<file path="config.mk">
export PLATFORM = sky130hd
export DESIGN_NAME = enc164_req_queue
export DESIGN_NICKNAME = d
export VERILOG_FILES = /design/src/rtl/enc164_pkg.sv /design/src/rtl/pick_first16.sv /design/src/rtl/enc164_req_queue.sv
export SDC_FILE = /design/constraint.sdc
export NUM_CORES = 1
export LEC_CHECK = 0
export CAP_MARGIN = 20
export CORE_ASPECT_RATIO = 0.8
export CORE_MARGIN = 8
export CORE_UTILIZATION = 45
export DETAILED_ROUTE_END_ITERATION = 8
export PLACE_DENSITY_LB_ADDON = 0.08
export SLEW_MARGIN = 40
export SYNTH_ARGS = -nofsm -noshare
export SYNTH_HDL_FRONTEND = slang
export SYNTH_HIERARCHICAL = 1
export SYNTH_SLANG_ARGS = --single-unit
</file>
<file path="constraint.sdc">
create_clock -name clk -period 17.05 [get_ports clk]
set_clock_uncertainty 0.2 [all_clocks]
set_input_delay 3.41 -clock clk [delete_from_list [all_inputs] [get_ports clk]]
set_output_delay 3.41 -clock clk [all_outputs]
set_load 0.005 [all_outputs]
</file>
<file path="src/rtl/enc164_pkg.sv">
// Shared definitions for the 16:4 request-queue encoder.
//   N_LINES  : number of request lines
//   CODE_W   : width of the encoded line index
//   line_t   : one bit per request line
//   code_t   : encoded line index
//   popcount : number of set bits in a line_t (0..N_LINES)
package enc164_pkg;

    localparam int N_LINES = 16;
    localparam int CODE_W  = 4;

    typedef logic [N_LINES-1:0] line_t;
    typedef logic [CODE_W-1:0]  code_t;

    function automatic logic [CODE_W:0] popcount(input line_t v);
        logic [CODE_W:0] c;
        c = '0;
        for (int i = 0; i < N_LINES; i++) begin
            c = c + {{CODE_W{1'b0}}, v[i]};
        end
        return c;
    endfunction

endpackage

</file>
<file path="src/rtl/pick_first16.sv">
// Combinational rotating first-set-bit finder.
//   mask  in  16  candidate lines
//   start in  4   line index where the search begins (wraps 15 -> 0)
//   found out 1   at least one bit of mask is set
//   idx   out 4   first set line at or after start, in wrap order
// The mask is rotated so that line 'start' lands on bit 0, the lowest set
// bit is found, and the offset is added back to start (4-bit add wraps).
module pick_first16
    import enc164_pkg::*;
(
    input  logic [N_LINES-1:0] mask,
    input  logic [CODE_W-1:0]  start,
    output logic               found,
    output logic [CODE_W-1:0]  idx
);

    logic [2*N_LINES-1:0] dbl;
    line_t                rot;
    code_t                offs;

    assign dbl = {mask, mask} >> start;
    assign rot = dbl[N_LINES-1:0];

    // Scan downwards so the last hit written is the lowest set bit.
    always_comb begin
        found = 1'b0;
        offs  = '0;
        for (int i = N_LINES - 1; i >= 0; i--) begin
            if (rot[i]) begin
                found = 1'b1;
                offs  = code_t'(i);
            end
        end
    end

    assign idx = start + offs;

endmodule

</file>
<file path="src/rtl/enc164_req_queue.sv">
// Sequential 16:4 encoder: captures request pulses into a pending mask and
// hands out one pending line index per transfer.
//   clk        in   rising-edge clock
//   resetL     in   asynchronous active-low reset
//   enable     in   1: reqIn is captured; 0: reqIn ignored, queue keeps draining
//   flush      in   synchronous clear of pending mask and output register
//   reqIn      in   16 request lines, bit i requests code i
//   outReady   in   consumer accepts outCode this cycle
//   outValid   out  outCode holds a valid, unconsumed code
//   outCode    out  encoded line index
//   pendingCnt out  number of pending lines (0..16)
//   overrun    out  1-cycle pulse: an enabled request hit an already-pending line
//
// Handshake: a code transfers on any rising edge where outValid && outReady.
// Once outValid is high, outCode and outValid stay stable until that transfer;
// the output register reloads (or empties) only when it is empty or being
// consumed on the same edge.
module enc164_req_queue
    import enc164_pkg::*;
#(
    parameter int ROUND_ROBIN = 1
) (
    input  logic               clk,
    input  logic               resetL,
    input  logic               enable,
    input  logic               flush,
    input  logic [N_LINES-1:0] reqIn,
    input  logic               outReady,
    output logic               outValid,
    output logic [CODE_W-1:0]  outCode,
    output logic [CODE_W:0]    pendingCnt,
    output logic               overrun
);

    line_t pending;
    line_t pending_next;
    line_t grant_mask;
    line_t req_gated;
    code_t last_code;
    code_t start;
    code_t sel_idx;
    logic  found;
    logic  load;
    logic  grant;
    logic  overrun_next;

    // Fixed priority is simply a search that always starts at line 0.
    assign start = (ROUND_ROBIN != 0) ? code_t'(last_code + 1'b1) : '0;

    pick_first16 u_pick (
        .mask  (pending),
        .start (start),
        .found (found),
        .idx   (sel_idx)
    );

    assign load       = !outValid || outReady;
    assign grant      = load && found;
    assign grant_mask = grant ? (line_t'(1) << sel_idx) : '0;
    assign req_gated  = enable ? reqIn : '0;

    // A line granted and re-requested on the same edge stays pending.
    assign pending_next = (pending & ~grant_mask) | req_gated;
    assign overrun_next = |(req_gated & pending & ~grant_mask);

    always_ff @(posedge clk or negedge resetL) begin
        if (!resetL) begin
            pending    <= '0;
            outValid   <= 1'b0;
            outCode    <= '0;
            last_code  <= '1;
            pendingCnt <= '0;
            overrun    <= 1'b0;
        end else if (flush) begin
            // last_code is deliberately kept so rotation continues after a flush.
            pending    <= '0;
            outValid   <= 1'b0;
            outCode    <= '0;
            pendingCnt <= '0;
            overrun    <= 1'b0;
        end else begin
            pending    <= pending_next;
            pendingCnt <= popcount(pending_next);
            overrun    <= overrun_next;
            if (load) begin
                if (found) begin
                    outValid  <= 1'b1;
                    outCode   <= sel_idx;
                    last_code <= sel_idx;
                end else begin
                    outValid  <= 1'b0;
                end
            end
        end
    end

endmodule
</file>
==> metrics.md <==
| Metric | Value |
|---|---|
| Worst Setup SP | last_code[0]$_DFFE_PN1P_ |
| Synth Register Bits | 31 |
| Ant diodes | 0 |
| Number of max-cap violations | 0 |
| Syn Inst Count | around 330 |
| Syn_area_per_cell | 10.2 sq um |
| CTS Sinks | 31 |
| GRT overflow | 0 |
| Yosys top cell area share | about a fifth |
| Post-layout nets | ~400 |
| Top fanout value on the critical path | 20 |
| Area occupied by multi-input gates | ~0.0024 sq mm |
| Post-CTS Setup Bufs | 0 |
| DR vias | between 2,000 and 3,000 |
| # DRC | 0 |
| WL final | 8860 microns |
| Max clock buf depth | 2 |
| Mapped cell area | 0.00332 sq mm |
| Die ar. | roughly 0.010 sq mm |
| Crit path kind | flop to flop |
| CTS tree | built |
| Startpoint Class | flop |
| Initial Util | 45.5% |
| Syn. warnings | 6 |
| Syn Nets | between 300 and 400 |
| Worst slew pin tran | approximately 0.73 ns |
| Worst endpoint data arrival time | approximately 8.5 ns |
| Top cells by area, synth | dfrtp_1 20%, mux4_1 10%, fa_1 6.6%, mux2i_1 5.1%, mux2_2 4.1% |
| Router iterations before antenna repair | 5 |
| RSZ-0062 raised after global routing | no |
| Die Ht | ~93 microns |
| # IOs | 32 |
| Most frequent cell after synthesis | nor2_1 |
| Run status | finished, final reports clean |
| Sequential share of the synthesized area | 23.5% |
| First-pass GRT wire length | roughly 14,000 microns |
| Async S/R FF share, synth | 100% |
| H-tree level count | 2 |
| Hold Vio Cnt, Final | 0 |
| Largest net degree at the start of global routing | 32 |
| Max Slew Vio Count | 0 |
| Drt initial violations | 180 |
| Placement row count | 28 |
| Top FF cell, synth | dfrtp_1 |
| Reg area | roughly 800 sq um |
| Final period util | roughly 50% |
| Synth cell count leaders | 28 x nor2_1, 27 x dfrtp_1, 27 x nand2_1 |
| Fill cells | roughly 670 |
| Quantity of gates resized following cts | 0 |
| Share of cells above drive strength 1 | between 10% and 20% |
| Initial antenna violation count | 0 |
| Reg-to-Reg Start | last_code[0]$_DFFE_PN1P_ |
| DRT antenna net count | 0 |
| Fin area | 0.00376 sq mm |
| Worst setup EP type | flop |
| Hold bufs inserted after CTS | 0 |
| Core Region | approximately 0.0073 sq mm |
| GPL Wtd Cong | around 0.9 |
| Minimum clock period | 8.56 ns |
| Clock transition at path regs | 0.07 ns |
| Clock Latency Late Sink | between 0.2 and 0.3 ns |
| Final setup fails | 0 |
| Placed inst area | ~0.0037 sq mm |
| Global Route Usage Sum | 17.1% |
| Vias in the first global route | between 2,000 and 3,000 |
| Min-delay worst type | flop to flop |
| Port bufs | 31 |
| Post-synth EDFFs | 0 |
| Avg Vias per Cell | around 6.3 |
| Setup_tns | 0 ns |
| Unique masters post-synth | 64 |
| CP required | ~17 ns |
| DP Wirelength | about 6600 microns |
| Fmax | between 0.1 and 0.15 GHz |
| Area leader, netlist | dfrtp_1 |
| Synth-to-layout area growth | 13.4% |
| Number of CTS-inserted buffers | 5 |
| CTS root buf | clkbuf_8 |
| Routed length per instance | 20.1 microns |
| Slew margin rel. | approximately half |
| Die width | approximately 110 microns |
| Hold wc startpoint | outCode[1]$_DFFE_PN0P_ |
-- cells by family after synthesis --
kind of cell    Yosys count  share of synthesized area, %
compound gates           70                          15.5
xor+xnor                  7                          1.85
fa+ha+maj                20                          10.0
buf+inv                  33                          5.09
flops                    31                          23.5
mux                      50                          24.7
simple gates            115                          19.3
-- stage by stage --
| step | hold WS [ns] | utilization [%] | std cells | worst slack, ns |
|---|---|---|---|---|
| 2_1_floorplan | 0.304 | - | 326 | 9.29 |
| 5_1_grt | 0.363 | 51.6 | 441 | 8.09 |
| 3_3_place_gp | 0.309 | 50.3 | 433 | 8.17 |
| 3_5_place_dp | 0.319 | 50.3 | 433 | 8.35 |
| 4_1_cts | 0.338 | 51.5 | 441 | 8.27 |
| 6_report | 0.333 | 51.6 | 441 | 8.49 |
-- sequential cells by signal (all words and copies together), names as in the netlist --
signal,cells
last_code,4
overrun,1
outCode,4
pending,16
pendingCnt,5
outValid,1
-- cells in the final DEF, fill, tap and decap left out, types with 8 or more instances in the layout --
cell | Yosys | layout
inv_1 | 14 | 14
nor2b_1 | 16 | 16
dfrtp_1 | 27 | 27
nand2_1 | 27 | 27
mux4_1 | 13 | 13
nor2_1 | 28 | 28
ha_1 | 9 | 8
clkdlybuf4s50_1 | 0 | 30
nor3_1 | 8 | 8
fa_1 | 11 | 11
a22oi_1 | 9 | 9
mux2_2 | 12 | 12
nand3_1 | 11 | 11
a21oi_1 | 17 | 17
a22o_1 | 13 | 13
mux2i_1 | 17 | 17
-- path summary, 6_finish.rpt --
check	to	slack (ns)	cells after the start
setup / recovery	pendingCnt[4]$_DFF_PN0_	8.49	26
hold / removal	outCode[1]$_DFFE_PN0P_	0.33	2
setup reg to reg	pendingCnt[4]$_DFF_PN0_	8.49	26
hold reg to reg	outCode[1]$_DFFE_PN0P_	0.33	2
max in group asynchronous	last_code[3]$_DFFE_PN1P_	13.00	2
min in group asynchronous	pendingCnt[2]$_DFF_PN0_	3.31	2
-- critical path, stage by stage (launching register included) --
cell	delay (ns)
dfstp_2	0.55
ha_2	0.52
mux4_1	0.74
mux2_2	0.35
mux2i_4	0.19
and2_1	0.18
o2111ai_1	0.12
a41o_1	0.25
ha_1	0.21
fa_1	0.41
xor2_1	0.55
nand2_1	0.30
nor3b_2	0.45
nand2_1	0.09
a22o_1	0.25
fa_1	0.51
inv_1	0.05
fa_1	0.49
inv_1	0.05
fa_1	0.49
inv_1	0.06
fa_1	0.54
inv_1	0.04
ha_1	0.21
fa_1	0.40
a21oi_1	0.16
nor3b_1	0.06
-- layer usage --
metal	vias up	share of wire (%)	track usage [%]
met5	-	0	0
met4	0	0.35	3.02
met3	4	6.7	4.36
met2	104	43	23.3
met1	1372	50	26.4
li1	1284	-	-
-- final cells by class --
class                   instances  share of cell area, %
multi-input cells             262                   63.5
clock buffers                   6                   1.93
clock inverters                 2                  0.333
inverters                      14                   1.40
repair buffers                 36                   9.12
flip-flops and latches         31                   20.8
well taps                      90                   3.00
Power is not shown: default switching activity piles up to over one toggle a cycle in this logic, so the estimate is an artifact.
==> variant, RTL diff (same settings) <==
Reset style: synchronous (`resetL`), changed in one clocked block. Comments in the files are not updated.
--- a/src/rtl/enc164_req_queue.sv
+++ b/src/rtl/enc164_req_queue.sv
@@ -64,5 +64,5 @@
     assign overrun_next = |(req_gated & pending & ~grant_mask);
 
-    always_ff @(posedge clk or negedge resetL) begin
+    always_ff @(posedge clk) begin
         if (!resetL) begin
             pending    <= '0;
Function: differs if resetL is asserted again (counterexample within 4 cycles, from zero or initial values and one cycle with resetL low); with resetL held inactive, the same outputs for 4 cycles.
==> variant against the unedited design <==
  * Sequential cell count unchanged
  * Via count down 1.6%
  * Routed wire length fell by 7.5%
  * Final area fell by 3.4%
  * Cell count grew 2.5%
  * Synthesized area shrank 3.1%
  * Global-route usage is 1.1 points lower
  * Worst setup slack improved by 0.49 ns
Power is left out: the tool's default activity adds up to more than one toggle a clock period on the data nets, which glitch-free logic cannot reach.
==> variant: results (changes against the unedited design) <==
| Metric | Value |
|---|---|
| XOR/XNOR Fraction of Synth Area | `1.91% (was 1.85%)` |
| Vias/cell | `6.02 (was 6.27)` |
| CTS HTree Levels | `2 (unchanged)` |
| HP Class | `flip-flop to flip-flop (unchanged)` |
| GP Congestion | `0.876 (was 0.875)` |
| Worst EP arrival | `8.02 ns (was 8.52 ns)` |
| Fillers | `666 (was 673)` |
| Most used DFF post-synth | `dfxtp_1 (was dfrtp_1)` |
| Synth area leaders | `dfxtp_1 (19%), mux4_1 (11%), fa_1 (6.8%), mux2i_1 (5.9%), nand3_1 (5.8%) (was dfrtp_1 (20%), mux4_1 (10%), fa_1 (6.6%), mux2i_1 (5.1%), mux2_2 (4.1%))` |
| Ant diodes | `0 (unchanged)` |
| CP max FO | `20 (unchanged)` |
| Share of layout cells above drive strength 1 | `12.3% (was 14.8%)` |
| Clock Latency Late Sink | `0.29 ns (about the same)` |
| Detail Placement HPWL | `6250 µm (was 6580 µm)` |
| DRT Pass-1 Iters | `4 (was 5)` |
| First-pass GRT wire length | `13500 µm (was 14200 µm)` |
| # Post-CTS Setup Buffers | `0 (unchanged)` |
| WL final | `8200 µm (was 8860 µm)` |
| Antenna violations before repair | `0 (unchanged)` |
| CP top delay family | `adder cells (unchanged)` |
| Vias in the first global route | `2527 (was 2506)` |
| Seq/Total Area, Yosys | `19.3% (was 23.5%)` |
| Post-Syn Nets | `387 (was 367)` |
| Clk buf depth | `2 (unchanged)` |
| Commonest cells post-synth | `nand3_1 (37), dfxtp_1 (31), nand2_1 (22), nor2_1 (22) (was nor2_1 (28), dfrtp_1 (27), nand2_1 (27))` |
| Max_slew headroom | `63.2% (was 50.7%)` |
| PortBufs | `31 (unchanged)` |
| Clk root buf | `clkbuf_8 (unchanged)` |
| Ys Warns | `6 (unchanged)` |
| Multiplexer share of the synthesized area | `25.1% (was 24.7%)` |
| Compound-Gate Fraction of Synth Area | `14.4% (was 15.5%)` |
| CTS Buf Count | `5 (unchanged)` |
| Iter 0 DRT Violations | `122 (was 180)` |
| GRT Overall Usage | `16.0% (was 17.1%)` |
| Library cells used by synthesis | `59 (was 64)` |
| Clock-pin transition on the worst setup and hold timing paths | `0.07 ns (about the same)` |
| Status | `complete, no violations (unchanged)` |
| Largest regs | `pending: 16 flops, pendingCnt: 5 flops (unchanged)` |
| Final nets | `405 (was 391)` |
| Synth async-reset ratio | `0% (was 100%)` |
| Largest family of logic cells by synthesized area | `multiplexers (unchanged)` |
| Largest stage delay, worst path | `approximately 0.73 ns` |
| CP max-delay cell | `mux4_1 (unchanged)` |
| Adder-Cell Fraction of Synth Area | `10.4% (was 10.0%)` |
| Post-CTS sizing | `0 (unchanged)` |
| Largest net degree at the start of global routing | `38 (was 32)` |
-- variant: routing by layer --
metal | share of wire [%] | GRT usage [%] | vias up
met3 | 6.8 | 4.17 | 7
li1 | - | - | 1342
met4 | 0.54 | 2.69 | 0
met5 | 0 | 0 | -
met2 | 41 | 22.3 | 91
met1 | 51 | 23.9 | 1279
-- variant: cell type report --
cell class                 count  share of cell area, %
clock buffer                   6                   2.27
clock inverter                 2                  0.965
inverter                      18                   1.86
multi-input combinational    271                   65.0
sequential                    31                   17.1
tap                           87                   3.00
timing repair buffer          37                   9.78
-- variant: cells by family (layout without fill, tap and decap cells) --
family / count (synthesis) / after routing
AO/OA/AOI/OAI: 69 / 69
XOR/XNOR: 7 / 7
adder cells (fa/ha/maj): 20 / 20
buffers and inverters: 44 / 63
flip-flops: 31 / 31
multiplexers: 49 / 49
AND/OR/NAND/NOR: 126 / 126
-- variant: per-stage QoR --
| stage | worst slack [ns] | cell area, µm² | hold slack (ns) | cells |
|---|---|---|---|---|
| 3_3_place_gp | 8.78 | 3510 | 0.247 | 444 |
| 5_1_grt | 8.43 | 3630 | 0.283 | 452 |
| 3_5_place_dp | 8.82 | 3510 | 0.251 | 444 |
| 2_1_floorplan | 9.64 | 3220 | 0.253 | 346 |
| 6_report | 8.98 | 3630 | 0.261 | 452 |
| 4_1_cts | 9.00 | 3630 | 0.265 | 452 |
-- variant: worst paths after layout --
| path | depth (start not counted) | to | start | slack, ns |
|---|---|---|---|---|
| setup / recovery | 28 | pendingCnt[2] | last_code[0] | 8.98 |
| hold / removal | 2 | outCode[3] | outCode[3] | 0.26 |
| setup reg to reg | 28 | pendingCnt[2] | last_code[0] | 8.98 |
| hold reg to reg | 2 | outCode[3] | outCode[3] | 0.26 |
-- variant: tightest hold or removal path, stage by stage, from the launching register on --
cell and delay, ns:
dfxtp_1 0.31, nand2_1 0.05, a21oi_1 0.05
